$ cat src/rtl/io_bus_arbiter_pkg.sv
// Shared types and constants for the two-master IO bus arbiter.
// Holds the FSM state encoding, IO register map and default widths.
package io_arb_pkg;

    typedef enum logic [1:0] {ST_IDLE, ST_ACCESS, ST_DONE} arb_state_t;

    localparam logic [1:0] IO_STATUS = 2'b00;
    localparam logic [1:0] IO_LED    = 2'b01;
    localparam logic [1:0] IO_SW_LO  = 2'b10;
    localparam logic [1:0] IO_SW_HI  = 2'b11;

    localparam int ADDR_W_DEF  = 2;
    localparam int WDATA_W_DEF = 12;
    localparam int RDATA_W_DEF = 32;

    // Per-master strobe vector: bit idx set when en is high.
    function automatic logic [1:0] onehot2(input logic en, input logic idx);
        logic [1:0] v;
        v = 2'b00;
        if (en) v[idx] = 1'b1;
        return v;
    endfunction

endpackage

$ cat src/rtl/io_bus_arbiter_if.sv
// Bundle of both master handshakes plus the IO peripheral port.
// arb is the arbiter view; master and slave are the two sides it connects.
interface io_bus_arbiter_if #(
    parameter int ADDR_W  = 2,
    parameter int WDATA_W = 12,
    parameter int RDATA_W = 32
);
    logic               m0_req,   m1_req;
    logic               m0_we,    m1_we;
    logic [ADDR_W-1:0]  m0_addr,  m1_addr;
    logic [WDATA_W-1:0] m0_wdata, m1_wdata;
    logic               m0_gnt,   m1_gnt;
    logic               m0_done,  m1_done;
    logic [RDATA_W-1:0] rdata;

    logic               pread;
    logic               pwrite;
    logic [ADDR_W-1:0]  addr;
    logic [WDATA_W-1:0] pwritedata;
    logic [RDATA_W-1:0] preaddata;

    modport arb (
        input  m0_req, m1_req, m0_we, m1_we, m0_addr, m1_addr, m0_wdata, m1_wdata,
        output m0_gnt, m1_gnt, m0_done, m1_done, rdata,
        output pread, pwrite, addr, pwritedata,
        input  preaddata
    );

    modport master (
        output m0_req, m1_req, m0_we, m1_we, m0_addr, m1_addr, m0_wdata, m1_wdata,
        input  m0_gnt, m1_gnt, m0_done, m1_done, rdata
    );

    modport slave (
        input  pread, pwrite, addr, pwritedata,
        output preaddata
    );
endinterface

$ cat src/rtl/io_bus_arbiter_rr_pick.sv
// Combinational two-requester picker: round-robin on last_owner or fixed m0 priority.
// Kept separate so a wider N-master version can slot in later.
import io_arb_pkg::*;

module rr_pick (
    input  logic [1:0] req,
    input  logic       last_owner,
    input  logic       fair,
    output logic       valid,
    output logic       winner
);
    always_comb begin
        valid  = |req;
        winner = 1'b0;
        if (req == 2'b10)
            winner = 1'b1;
        else if (req == 2'b11)
            winner = fair ? ~last_owner : 1'b0;
    end
endmodule

$ cat src/rtl/io_bus_arbiter.sv
// Serialises two masters onto the single IO peripheral port with an IDLE/ACCESS/DONE FSM.
// Request fields are latched at acceptance; all outputs come from registers or state/owner.
import io_arb_pkg::*;

module io_bus_arbiter #(
    parameter int ADDR_W     = ADDR_W_DEF,
    parameter int WDATA_W    = WDATA_W_DEF,
    parameter int RDATA_W    = RDATA_W_DEF,
    parameter int ACC_CYCLES = 1,
    parameter bit FAIR       = 1'b1
) (
    input  logic           clk,
    input  logic           reset,
    io_bus_arbiter_if.arb  bus
);
    localparam int CNT_W = (ACC_CYCLES > 1) ? $clog2(ACC_CYCLES) : 1;

    typedef struct packed {
        logic               we;
        logic [ADDR_W-1:0]  addr;
        logic [WDATA_W-1:0] wdata;
    } acc_t;

    arb_state_t         state;
    logic               owner;
    logic               last_owner;
    logic [CNT_W-1:0]   cnt;
    acc_t               acc_q;
    logic [RDATA_W-1:0] rdata_q;

    logic               pick_valid;
    logic               pick_winner;
    logic [1:0]         gnt_v;
    logic [1:0]         done_v;

    rr_pick u_pick (
        .req        ({bus.m1_req, bus.m0_req}),
        .last_owner (last_owner),
        .fair       (FAIR),
        .valid      (pick_valid),
        .winner     (pick_winner)
    );

    always_ff @(posedge clk) begin
        if (reset) begin
            state      <= ST_IDLE;
            owner      <= 1'b0;
            last_owner <= 1'b1;
            cnt        <= '0;
            acc_q      <= '0;
            rdata_q    <= '0;
        end else begin
            case (state)
                ST_IDLE: begin
                    if (pick_valid) begin
                        owner <= pick_winner;
                        if (pick_winner)
                            acc_q <= '{we: bus.m1_we, addr: bus.m1_addr, wdata: bus.m1_wdata};
                        else
                            acc_q <= '{we: bus.m0_we, addr: bus.m0_addr, wdata: bus.m0_wdata};
                        cnt   <= CNT_W'(ACC_CYCLES - 1);
                        state <= ST_ACCESS;
                    end
                end
                ST_ACCESS: begin
                    if (cnt != '0) begin
                        cnt <= cnt - 1'b1;
                    end else begin
                        if (!acc_q.we) rdata_q <= bus.preaddata;
                        state <= ST_DONE;
                    end
                end
                ST_DONE: begin
                    last_owner <= owner;
                    state      <= ST_IDLE;
                end
                default: state <= ST_IDLE;
            endcase
        end
    end

    // Strobes only exist in ACCESS, so a reset edge clears them immediately.
    assign bus.pread      = (state == ST_ACCESS) && !acc_q.we;
    assign bus.pwrite     = (state == ST_ACCESS) &&  acc_q.we;
    assign bus.addr       = acc_q.addr;
    assign bus.pwritedata = acc_q.wdata;
    assign bus.rdata      = rdata_q;

    assign gnt_v  = onehot2(state != ST_IDLE, owner);
    assign done_v = onehot2(state == ST_DONE, owner);

    assign bus.m0_gnt  = gnt_v[0];
    assign bus.m1_gnt  = gnt_v[1];
    assign bus.m0_done = done_v[0];
    assign bus.m1_done = done_v[1];

endmodule
$ cat src/flat_wrapper.sv
// flat-port wrapper written by rule: the top's interface ports become plain ports
module io_bus_arbiter_flat 
#(
    parameter int ADDR_W     = ADDR_W_DEF,
    parameter int WDATA_W    = WDATA_W_DEF,
    parameter int RDATA_W    = RDATA_W_DEF,
    parameter int ACC_CYCLES = 1,
    parameter bit FAIR       = 1'b1
)
  (clk, reset, bus_m0_req, bus_m1_req, bus_m0_we, bus_m1_we, bus_m0_addr, bus_m1_addr, bus_m0_wdata, bus_m1_wdata, bus_m0_gnt, bus_m1_gnt, bus_m0_done, bus_m1_done, bus_rdata, bus_pread, bus_pwrite, bus_addr, bus_pwritedata, bus_preaddata);
  io_bus_arbiter_if #(.ADDR_W(ADDR_W), .WDATA_W(WDATA_W), .RDATA_W(RDATA_W)) bus_i ();
  input  logic clk;
  input  logic reset;
  input wire logic [$bits(bus_i.m0_req)-1:0] bus_m0_req;
  input wire logic [$bits(bus_i.m1_req)-1:0] bus_m1_req;
  input wire logic [$bits(bus_i.m0_we)-1:0] bus_m0_we;
  input wire logic [$bits(bus_i.m1_we)-1:0] bus_m1_we;
  input wire logic [$bits(bus_i.m0_addr)-1:0] bus_m0_addr;
  input wire logic [$bits(bus_i.m1_addr)-1:0] bus_m1_addr;
  input wire logic [$bits(bus_i.m0_wdata)-1:0] bus_m0_wdata;
  input wire logic [$bits(bus_i.m1_wdata)-1:0] bus_m1_wdata;
  output wire logic [$bits(bus_i.m0_gnt)-1:0] bus_m0_gnt;
  output wire logic [$bits(bus_i.m1_gnt)-1:0] bus_m1_gnt;
  output wire logic [$bits(bus_i.m0_done)-1:0] bus_m0_done;
  output wire logic [$bits(bus_i.m1_done)-1:0] bus_m1_done;
  output wire logic [$bits(bus_i.rdata)-1:0] bus_rdata;
  output wire logic [$bits(bus_i.pread)-1:0] bus_pread;
  output wire logic [$bits(bus_i.pwrite)-1:0] bus_pwrite;
  output wire logic [$bits(bus_i.addr)-1:0] bus_addr;
  output wire logic [$bits(bus_i.pwritedata)-1:0] bus_pwritedata;
  input wire logic [$bits(bus_i.preaddata)-1:0] bus_preaddata;
  assign bus_i.m0_req = bus_m0_req;
  assign bus_i.m1_req = bus_m1_req;
  assign bus_i.m0_we = bus_m0_we;
  assign bus_i.m1_we = bus_m1_we;
  assign bus_i.m0_addr = bus_m0_addr;
  assign bus_i.m1_addr = bus_m1_addr;
  assign bus_i.m0_wdata = bus_m0_wdata;
  assign bus_i.m1_wdata = bus_m1_wdata;
  assign bus_m0_gnt = bus_i.m0_gnt;
  assign bus_m1_gnt = bus_i.m1_gnt;
  assign bus_m0_done = bus_i.m0_done;
  assign bus_m1_done = bus_i.m1_done;
  assign bus_rdata = bus_i.rdata;
  assign bus_pread = bus_i.pread;
  assign bus_pwrite = bus_i.pwrite;
  assign bus_addr = bus_i.addr;
  assign bus_pwritedata = bus_i.pwritedata;
  assign bus_i.preaddata = bus_preaddata;
  io_bus_arbiter #(.ADDR_W(ADDR_W), .WDATA_W(WDATA_W), .RDATA_W(RDATA_W), .ACC_CYCLES(ACC_CYCLES), .FAIR(FAIR)) u_core (.clk(clk), .reset(reset), .bus(bus_i));
endmodule
$ cat config.mk
export PLATFORM = sky130hd
export DESIGN_NAME = io_bus_arbiter_flat
export DESIGN_NICKNAME = d
export VERILOG_FILES = /design/src/rtl/io_bus_arbiter_pkg.sv /design/src/rtl/io_bus_arbiter_if.sv /design/src/rtl/io_bus_arbiter_rr_pick.sv /design/src/rtl/io_bus_arbiter.sv /design/src/flat_wrapper.sv
export SDC_FILE = /design/constraint.sdc
export NUM_CORES = 1
export LEC_CHECK = 0
export ABC_AREA = 1
export CORE_ASPECT_RATIO = 0.8
export CORE_MARGIN = 8
export CORE_UTILIZATION = 44
export DETAILED_ROUTE_END_ITERATION = 10
export PLACE_DENSITY = 0.85
export SLEW_MARGIN = 15
export SYNTH_ARGS = -nofsm -noshare
export SYNTH_HDL_FRONTEND = slang
export SYNTH_SLANG_ARGS = --single-unit
export TNS_END_PERCENT = 50
$ cat constraint.sdc
create_clock -name clk -period 2.2 [get_ports clk]
set_input_delay 0.44 -clock clk [delete_from_list [all_inputs] [get_ports clk]]
set_output_delay 0.44 -clock clk [all_outputs]
set_load 0.01 [all_outputs]
==> results.ini <==
[detailed_routing]
vias_per_cell = 4.32
vias = 2451
drt_iter0_markers = 58
wirelength_um = 6790
dr.pass1.iters = 4
drc = 0
wl_per_cell_um = 12.0
antenna_left = 0

[clock_tree]
cts_tree = yes
clockBufferDepth = 2
cts.sinks = 51
post-cts-setup-buffers = 0
htree_levels = 2
clk_latency_ps = 290
numCtsBuffers = 5
path_clk_slew_ps = 90
cts.repair.resized = 0
holdBufCountCts = 0
clock_tree.root_cell = clkbuf_8

[critical_path]
r2r_cells = 6
rrSetupSlack_ps = 770
timing.rr.end = u_core.bus.rdata[30]
cp_max_fo = 4
critPathCaptureType = primary output
crit_required_ps = 1760
start_kind = flip-flop
arrival_ps = 1460
crit_type = flip-flop to primary output
r2r-start = u_core.state[1]

[floorplanning]
io_pins = 118
placementRows = 24
dieHeight_um = 83.9
initial_utilization = 0.461
coreArea_um2 = 5500
fp.dieW_um = 101
fp.dieArea_um2 = 8460

[placement]
placed_cells = 561
pre_cts_ws_ps = 371
post-dp-hpwl_um = 5200
io_buffers = 117
place_congestion = 0.750

[synthesis]
synth_common_cells = nand2_1, nor2_1, dfxtp_1
syn_area_um2 = 2530
synth_ff_type = dfxtp_1
syn_inst = 395
ys_seq_area_frac = 0.403
ys_top_cells_by_area = dfxtp_1, nand2_1, nor2_1, inv_1, buf_4
ys_ff_latch = 51
yosysWarnings = 0
synth_edf_count = 0
synth_top_area_share = 0.403
yosys.area.top_type = dfxtp_1
synth.avg_cell_area_um2 = 6.41
yosys.cell_count.top_type = nand2_1
syn_nets = 461
synthArstFlopShare = 0
synth_cell_type_count = 17

[layout]
nNetsFinal = 556
multi_input_area_um2 = 1070
area_growth_pct = 45.7
seq_area_um2 = 1020
post-route-util = 0.672
fillers = 490
fin_cells = 567
drive_gt1_frac = 0.0409
antennaDiodeCount = 0

[global_routing]
overflow = 0
grt_first_pass_wirelength_um = 11100
grt_usage = 0.161
grt_pass1_vias = 2295
antenna_found_initial = 0
grt_start_max_net_pins = 65

[hold_path]
min_to = u_core.last_owner
holdPathStages = 2
hp-start = u_core.last_owner
hold_path_class = flip-flop to flip-flop

[power]
leakagePower_nw = 1.77
vdd_drop_max_mv = 0.385
power_density_nw_per_um2 = 615

[job]
maxCapViolCount = 0

[timing]
min_period_ps = 1900
setup-tns-final_ps = 0
drv_slew = 0
relSlewSlack = 0.612
rsz0062_at_grt = false
fin_ws_ps = 303
finalHoldViolCount = 0
setup_viol_count_final = 0
fin_worst_skew_ps = 7.30
finalCritPeriodShare = 0.862
worst_pin_slew_ps = 582
timing.fmax_mhz = 527

[outcome]
status = finished clean

layout make-up:
class / instances / share of cell area
clock buffer: 6 / 0.0197
multi-input combinational: 256 / 0.291
tap: 78 / 0.0264
sequential: 51 / 0.277
inverter: 53 / 0.0539
timing repair buffer: 123 / 0.333
power by group:
group	leakage [nW]	internal [mW]	switching (mW)
sequential	0.421	1.02	0.0512
combinational	1.31	0.376	0.334
clock	0.0371	0.213	0.276
total	1.77	1.61	0.661
flip-flops by register name, indices dropped and copies added, names as in the netlist:
name,flops
u_core.bus.rdata,32
u_core.bus.addr,2
u_core.owner,1
u_core.acc_q,1
u_core.last_owner,1
u_core.bus.pwritedata,12
u_core.state,2
cell families after synthesis:
logic type      Yosys count  synth area share
flops                    51             0.403
simple gates            240             0.372
compound gates           16            0.0509
buf+inv                  88             0.174
layer usage:
layer	track usage	vias up	part of all wire
met1	0.187	1061	0.44
met4	0.0425	0	0.010
met5	0	-	0
li1	-	1325	-
met3	0.0483	4	0.063
met2	0.276	61	0.49
stage by stage:
step	area, µm²	power, mW	hold slack (ps)
after floorplan	2530	1.49	429
after global placement	3620	1.78	447
after global routing	3690	2.43	512
after detailed placement	3620	1.81	456
final	3690	2.27	474
after CTS	3690	2.30	480
cell usage in the layout, fill, tap and decap left out:
cell | synthesis | final
a21boi_1 | 15 | 15
and2_1 | 1 | 1
buf_12 | 0 | 1
buf_4 | 18 | 5
clkbuf_1 | 1 | 1
clkbuf_8 | 0 | 5
clkdlybuf4s50_1 | 0 | 117
dfxtp_1 | 51 | 51
inv_1 | 49 | 49
inv_2 | 4 | 4
nand2_1 | 116 | 116
nand3_1 | 17 | 17
nand3_2 | 1 | 1
nor2_1 | 102 | 102
nor2_2 | 2 | 2
nor2_4 | 1 | 1
o21ai_4 | 1 | 1
how the worst max path moves through the flow:
| stage | start | slack (ps) | to |
|---|---|---|---|
| CTS | u_core.state[0] | 280 | bus_m1_gnt |
| floorplan | u_core.state[1] | 940 | bus_pread |
| global route | u_core.state[0] | 230 | bus_m0_done |
| detailed placement | bus_m1_req | 370 | u_core.bus.pwritedata[11] |
| finish | u_core.state[0] | 300 | bus_m0_done |
| global placement | bus_m1_req | 440 | u_core.bus.pwritedata[11] |
worst max-delay path: stages, from the launching register on:
cell	delay, ps
dfxtp_1	360
inv_1	100
nand2_1	70
nor2_1	90
clkdlybuf4s50_1	560
No activity file was read; power rests on OpenSTA's default activity.
